$ cat src/rtl/count_display_driver_pkg.sv
// Shared constants and helpers for the count display driver: active-low
// 7-segment patterns ({g,f,e,d,c,b,a}) and the binary-to-two-digit split.
package count_disp_pkg;

  localparam int MAX_COUNT_DEF = 13;

  localparam logic [6:0] SEG_0     = 7'h40;
  localparam logic [6:0] SEG_1     = 7'h79;
  localparam logic [6:0] SEG_2     = 7'h24;
  localparam logic [6:0] SEG_3     = 7'h30;
  localparam logic [6:0] SEG_4     = 7'h19;
  localparam logic [6:0] SEG_5     = 7'h12;
  localparam logic [6:0] SEG_6     = 7'h02;
  localparam logic [6:0] SEG_7     = 7'h78;
  localparam logic [6:0] SEG_8     = 7'h00;
  localparam logic [6:0] SEG_9     = 7'h10;
  localparam logic [6:0] SEG_BLANK = 7'h7F;
  localparam logic [6:0] SEG_DASH  = 7'h3F;

  typedef struct packed {
    logic [3:0] tens;
    logic [3:0] ones;
  } bcd2_t;

  // Inputs never exceed 15, so a single conditional subtract of 10 suffices.
  function automatic bcd2_t bin_to_bcd2(input logic [3:0] v);
    bcd2_t r;
    r.tens = (v >= 4'd10) ? 4'd1 : 4'd0;
    r.ones = (v >= 4'd10) ? (v - 4'd10) : v;
    return r;
  endfunction

endpackage

$ cat src/rtl/count_display_driver_seg7_encoder.sv
// Combinational decimal digit to active-low 7-segment pattern.
// Non-decimal codes show a dash so a bad digit is visible rather than silent.
module seg7_encoder
  import count_disp_pkg::*;
(
  input  logic [3:0] digit,
  input  logic       blank,
  output logic [6:0] seg
);

  always_comb begin
    seg = SEG_DASH;
    if (blank) begin
      seg = SEG_BLANK;
    end else begin
      case (digit)
        4'd0: seg = SEG_0;
        4'd1: seg = SEG_1;
        4'd2: seg = SEG_2;
        4'd3: seg = SEG_3;
        4'd4: seg = SEG_4;
        4'd5: seg = SEG_5;
        4'd6: seg = SEG_6;
        4'd7: seg = SEG_7;
        4'd8: seg = SEG_8;
        4'd9: seg = SEG_9;
        default: seg = SEG_DASH;
      endcase
    end
  end

endmodule

$ cat src/rtl/count_display_driver.sv
// Glitch-filters a mod-(MAX_COUNT+1) counter value, checks its stepping, and
// scans it as two decimal digits onto a multiplexed active-low 7-segment display.
module count_display_driver
  import count_disp_pkg::*;
#(
  parameter int SCAN_DIV  = 50000,
  parameter int MAX_COUNT = MAX_COUNT_DEF,
  parameter bit BLANK_LZ  = 1'b1
) (
  input  logic       clk,
  input  logic       reset,
  input  logic [3:0] count,
  output logic [6:0] seg,
  output logic [1:0] an,
  output logic       wrap_pulse,
  output logic       step_err
);

  localparam int             PW      = (SCAN_DIV > 1) ? $clog2(SCAN_DIV) : 1;
  localparam logic [PW-1:0]  PS_LAST = PW'(SCAN_DIV - 1);
  localparam logic [3:0]     MAXC    = 4'(MAX_COUNT);

  logic [3:0]    sample_q, sample_d;
  logic [3:0]    stable_q, stable_d;
  logic [PW-1:0] prescaler_q, prescaler_d;
  logic          digit_sel_q, digit_sel_d;
  logic [6:0]    seg_q, seg_d;
  logic [1:0]    an_q, an_d;
  logic          wrap_q, wrap_d;
  logic          err_q, err_d;

  logic          accept, is_inc, is_wrap, ps_last, blank;
  logic [3:0]    digit;
  bcd2_t         bcd;

  always_comb begin
    sample_d = count;
    // Two matching samples, in range, and actually different from what is shown.
    accept   = (count == sample_q) && (count <= MAXC) && (count != stable_q);
    is_inc   = ({1'b0, count} == ({1'b0, stable_q} + 5'd1));
    is_wrap  = (stable_q == MAXC) && (count == 4'd0);
    stable_d = accept ? count : stable_q;
    wrap_d   = accept && is_wrap;
    err_d    = err_q || (accept && !is_inc && !is_wrap);

    ps_last     = (prescaler_q == PS_LAST);
    prescaler_d = ps_last ? '0 : prescaler_q + PW'(1);
    digit_sel_d = digit_sel_q ^ ps_last;

    bcd   = bin_to_bcd2(stable_q);
    digit = digit_sel_q ? bcd.tens : bcd.ones;
    blank = BLANK_LZ && digit_sel_q && (bcd.tens == 4'd0);
    an_d  = digit_sel_q ? 2'b01 : 2'b10;
  end

  seg7_encoder u_enc (
    .digit (digit),
    .blank (blank),
    .seg   (seg_d)
  );

  always_ff @(posedge clk) begin
    if (!reset) begin
      sample_q    <= '0;
      stable_q    <= '0;
      prescaler_q <= '0;
      digit_sel_q <= 1'b0;
      seg_q       <= SEG_BLANK;
      an_q        <= 2'b11;
      wrap_q      <= 1'b0;
      err_q       <= 1'b0;
    end else begin
      sample_q    <= sample_d;
      stable_q    <= stable_d;
      prescaler_q <= prescaler_d;
      digit_sel_q <= digit_sel_d;
      seg_q       <= seg_d;
      an_q        <= an_d;
      wrap_q      <= wrap_d;
      err_q       <= err_d;
    end
  end

  assign seg        = seg_q;
  assign an         = an_q;
  assign wrap_pulse = wrap_q;
  assign step_err   = err_q;

endmodule

$ cat config.mk
export PLATFORM = sky130hd
export DESIGN_NAME = count_display_driver
export DESIGN_NICKNAME = d
export VERILOG_FILES = /design/src/rtl/count_display_driver_pkg.sv /design/src/rtl/count_display_driver_seg7_encoder.sv /design/src/rtl/count_display_driver.sv
export SDC_FILE = /design/constraint.sdc
export NUM_CORES = 1
export LEC_CHECK = 0
export CAP_MARGIN = 20
export CORE_AREA = 3 3 82 61
export DETAILED_ROUTE_END_ITERATION = 16
export DIE_AREA = 0 0 85 64
export PLACE_DENSITY = 0.71
export SYNTH_ARGS = -nofsm -noshare
export SYNTH_HDL_FRONTEND = slang
export SYNTH_HIERARCHICAL = 1
export SYNTH_SLANG_ARGS = --single-unit
$ cat constraint.sdc
create_clock -name clk -period 4.2 [get_ports clk]
set_input_delay 0.84 -clock clk [delete_from_list [all_inputs] [get_ports clk]]
set_output_delay 0.84 -clock clk [all_outputs]
set_load 0.05 [all_outputs]
==> results of run 1 <==
state kept, by name, indices dropped and copies added, names as in the netlist:
| signal | count |
|---|---|
| prescaler_q | 16 |
| seg | 7 |
| sample_q | 4 |
| stable_q | 4 |
| an | 2 |
| digit_sel_q | 1 |
| step_err | 1 |
| wrap_pulse | 1 |
power breakdown:
part	switching (W)	internal, W	total [W]
combinational	0.0000586	0.0000367	0.0000953
clock	0.000117	0.000176	0.000293
sequential	0.00000772	0.000353	0.000361
total	0.000183	0.000566	0.000749
cells in the final DEF, fill, tap and decap left out, types with 7 or more instances in the layout:
cell type / instances
nor2_1: 23
inv_1: 8
clkdlybuf4s50_1: 16
xor2_1: 15
nand2_1: 7
ha_1: 11
nand2b_1: 11
dfxtp_1: 36
o21ai_0: 10
xnor2_1: 7
nand4_1: 11
worst max-delay path: cells and delay by family (launching register included):
| family | cells | cell delay, ps |
|---|---|---|
| compound gates | 2 | 320 |
| simple gates | 6 | 940 |
| buf+inv | 1 | 140 |
| fa+ha+maj | 2 | 450 |
| flops | 1 | 510 |
kinds of logic after synthesis:
| kind of cell | after synthesis | share of synthesized area [%] |
|---|---|---|
| and+or+nand+nor | 93 | 28.9 |
| DFF | 36 | 37.9 |
| AOI/OAI and AO/OA | 30 | 10.1 |
| xor gates and xnor gates | 23 | 11.0 |
| buffers and inverters | 18 | 4.87 |
| adders and majority gates | 11 | 7.24 |
per-layer routing:
metal	part of all wire (%)	vias up	track usage [%]
met4	0	0	6.13
met1	54	688	21.4
li1	-	757	-
met5	0	-	0
met2	41	33	19.2
met3	4.3	0	2.96
stage by stage:
stage                     cells  setup slack, ps  hold slack (ps)  instance area (sq um)  util, %
after global routing        282             1420              492                   2190     51.1
after CTS                   281             1550              479                   2180     51.0
after floorplan             211             2040              426                   1900        -
after detailed placement    273             1570              452                   2070     48.5
after global placement      273             1580              443                   2070     48.5
final                       282             1730              473                   2190     51.1
worst paths after layout:
kind,to,depth (start not counted),slack [ps]
hold reg to reg,prescaler_q[0],1,470
setup / recovery,seg[3],11,1730
setup reg to reg,seg[3],11,1730
hold / removal,prescaler_q[0],1,470
final cells by class:
cell class / count / share of cell area (%)
flip-flops and latches: 36 / 33.0
well taps: 55 / 3.15
repair buffers: 18 / 7.89
clock buffers: 6 / 3.32
clock inverters: 2 / 1.60
inverters: 8 / 1.37
multi-input cells: 157 / 49.7
==> results.cfg, run 1 <==
[yosys]
synth_ff_type = dfxtp_1
yosys_warnings = 6
postSynth.asyncResetShare_pct = 0
synthesis.instances = 211
synth_top_cell_area_share_pct = 37.9
synth-edff-count = 0
yosysMostFrequentCell = dfxtp_1
synth_seq_area_share_pct = 37.9
ys_seq_elements = 36
syn_nets = 228
avgSynthCellArea_sq_um = 9.01
synth_commonest_cells = dfxtp_1, nor2_1, xor2_1
synth_area_sq_mm = 0.00190
yosysTopAreaCell = dfxtp_1
synthTopCellsByArea = dfxtp_1, ha_1, xor2_1
synth_cell_type_count = 45

[route]
num_vias = 1478
detail_route.wl_per_cell_microns = 12.8
first_pass_iters = 4
post_drt_via_cell_ratio = 5.24
ant_nets = 0
routed_wl_microns = 3600
post-route-drc-count = 0
drtIter0Drc = 129

[worst_setup_path]
required_ps = 4350
arrival_ps = 2620
end_kind = register
cpPeakStageDelay_ps = 510
worst-setup-path-type = reg2reg
critical_path.startpoint_type = register
r2r_start = stable_q[1]
slowest_stage = dfxtp_1
crit_fanout = 9
worstPathCellList = ha_1, nor2_1, nor3_1, a21oi_1, nor2_1, inv_1, ha_1, or2_0, a211oi_2, nor2_1, nand2b_1
cp-startpoint = stable_q[1]
cp_common_cell = nor2_1

[timing]
grt_setup_unrepaired = false
max_freq_mhz = 404
slew_violations = 0
fin_tns_setup_ps = 0
timing.final.crit_share_pct = 58.9
layout_min_cycle_time_ps = 2470
finalSetupViolations = 0
finalHoldViolCount = 0
relSlewSlack_pct = 58.5
worst_slew_pin_slew_ps = 621
skew_ps = 6.37

[hold_path]
hold_path.class = reg2reg
worstHoldStart = prescaler_q[0]

[final_layout]
fin_nets = 243
area_growth_syn_to_layout_pct = 15.1
n_antenna_cell = 0
final_layout_size_suffix_gt1_share_pct = 8.37
fill_cells = 399
ff_latch_area_sq_um = 721
multi_input_area_sq_mm = 0.00109

[grt]
grt_pass1_vias = 1400
antenna_found_initial = 0
grt_usage_pct = 14.2
grt_pass1_wl_microns = 6290
grt_overflow = 0
grt_max_degree = 19

[die]
core-area_sq_mm = 0.00428
dieArea_sq_mm = 0.00544
die_h_microns = 64
rows = 20
start_util_pct = 44.4
boundaryPins = 17
die_w_microns = 85

[power_and_ir_drop]
leakagePower_nw = 0.851
power.density_mw_per_mm2 = 342
ir_drop_mv = 0.210
p_total_w = 0.000749

[placement]
place_congestion = 0.851
hpwl_microns = 2580
port_buffers = 16

[clocking]
clk_root_buffer_cell = clkbuf_8
clk_latency_ps = 280
clockBufferDepth = 2
cts_hold_buf = 0
cts_tree = yes
cts-buffers-inserted = 5
postCtsResizedCells = 0
cts.sinks = 36
clk_pin_slew_ps = 70
postCtsSetupRepairBufs = 0
h-tree-depth = 2

[status]
outcome = finished clean

[flow_run]
cap_viol_max_count = 0
No activity file was read; power rests on OpenSTA's default activity.
==> run 2, diff against run 1 <==
==> constraint.sdc (replaced) <==
create_clock -name clk -period 2.3 [get_ports clk]
set_input_delay 0.46 -clock clk [delete_from_list [all_inputs] [get_ports clk]]
set_output_delay 0.46 -clock clk [all_outputs]
set_load 0.05 [all_outputs]
==> run 2 against run 1 <==
Compared with the run above:
- cell area is 3.4% higher
- die area stayed put
- fmax is 20% higher
- global-route usage is 1.7 points higher
- largest power group unchanged
- critical path type unchanged
- combinational power is 100% higher
- via count is 2.3% higher
- wire length is 8.6% higher
- sequential cell count stayed put
- clock-buffer cell count is 2 higher
==> results.cfg, run 2 (same netlist as run 1, synthesis figures left out) <==
[status]
outcome = finished clean

[timing]
worst_slew_pin_slew_ps = 482
finalSetupViolations = 0
max_freq_mhz = 486
fin_tns_setup_ps = 0
relSlewSlack_pct = 67.1
timing.hold.ws_ps = 467
skew_ps = 6.89
layout_min_cycle_time_ps = 2060
fin_ws_ps = 242
timing.final.crit_share_pct = 89.5
slew_violations = 0
grt_setup_unrepaired = false
finalHoldViolCount = 0

[worst_setup_path]
critical_path.startpoint_type = register
required_ps = 2470
slowest_stage = dfxtp_1
crit_fanout = 3
worstPathCellList = inv_1, ha_1, nor2_1, nor3_1, a21oi_1, nor2_1, inv_1, ha_1, or2_0, a211oi_2, nor2_1, nand2b_1
arrival_ps = 2230
worstRegToRegCells = 12
reg2reg_slack_ps = 240
worst-setup-path-type = reg2reg
r2r-end = seg[3]
r2r_start = stable_q[0]
end_kind = register
cp_common_cell = nor2_1
cp-startpoint = stable_q[0]
cpPeakStageDelay_ps = 310

[hold_path]
worstHoldEndpoint = prescaler_q[0]
holdPathStages = 1
worstHoldStart = prescaler_q[0]
hold_path.class = reg2reg

[clocking]
clockBufferDepth = 2
cts_hold_buf = 0
h-tree-depth = 2
clk_latency_ps = 290
clk_pin_slew_ps = 70
postCtsSetupRepairBufs = 0
postCtsResizedCells = 0
clk_root_buffer_cell = clkbuf_8
cts.sinks = 36
cts-buffers-inserted = 5
cts_tree = yes

[power_and_ir_drop]
leakagePower_nw = 0.899
ir_drop_mv = 0.381
power.density_mw_per_mm2 = 579

[grt]
grt_overflow = 0
antenna_found_initial = 0
grt_pass1_vias = 1476
grt_pass1_wl_microns = 6960
grt_max_degree = 18
grt_usage_pct = 15.9

[placement]
place_congestion = 0.864
hpwl_microns = 2850
port_buffers = 16
preCtsSetupSlack_ps = 50.9

[route]
drtIter0Drc = 145
routed_wl_microns = 3910
post_drt_via_cell_ratio = 5.16
num_vias = 1512
first_pass_iters = 5
post-route-drc-count = 0
detail_route.wl_per_cell_microns = 13.3
ant_nets = 0

[die]
die_w_microns = 85
core-area_sq_mm = 0.00428
dieArea_sq_mm = 0.00544
die_h_microns = 64
rows = 20
boundaryPins = 17
start_util_pct = 44.4

[final_layout]
final_cell_mix = dfxtp_1, nor2_1, clkdlybuf4s50_1
largest_register = prescaler_q
mostFrequentLayoutCell = dfxtp_1
fin_nets = 254
largest_reg_flops = 16
n_antenna_cell = 0
final_layout_size_suffix_gt1_share_pct = 13.0
area_growth_syn_to_layout_pct = 19.0

[flow_run]
cap_viol_max_count = 0
## run 2: critical path: cells and delay by family, from the launching register on
family / cells / cell delay (ps)
fa+ha+maj: 2 / 380
flops: 1 / 310
buf+inv: 2 / 180
compound gates: 2 / 320
simple gates: 6 / 760
## run 2: worst max-delay path by stage
stage	slack (ps)	endpoint	cells past startpoint
after floorplan	140	seg[3]	11
after global placement	180	seg[3]	10
after detailed placement	50	step_err	6
after CTS	100	seg[3]	10
after global routing	60	seg[0]	8
final	240	seg[3]	12
## run 2: layout make-up
type	count	area [sq um]
clock buffer	8	90.1
fill	379	2020
inverter	8	30.0
multi-input combinational	157	1090
sequential	36	722
tap	55	68.8
timing repair buffer	29	258
## run 2: through the flow
stage / std cells / total power, W / cell area, sq um / utilization (%)
CTS: 293 / 0.00132 / 2250 / 52.7
global placement: 285 / 0.000857 / 2160 / 50.6
detailed placement: 285 / 0.000859 / 2160 / 50.6
finish: 293 / 0.00131 / 2260 / 52.8
floorplan: 211 / 0.000792 / 1900 / -
global route: 293 / 0.00137 / 2260 / 52.8
## run 2: per-layer routing
metal | share of wire (%) | wire length (microns) | track usage (%) | up-vias
met2 | 41 | 1610 | 23.1 | 34
met5 | 0 | 0 | 0 | -
met1 | 53 | 2080 | 23.2 | 693
met3 | 4.4 | 172 | 3.48 | 5
met4 | 1.0 | 40 | 5.34 | 0
li1 | - | - | - | 780
## run 2: power by group
group	switching [W]	leakage [nW]	internal [W]	total [W]
sequential	0.0000111	0.295	0.000645	0.000657
clock	0.000218	0.0455	0.000244	0.000462
combinational	0.000113	0.558	0.0000774	0.000191
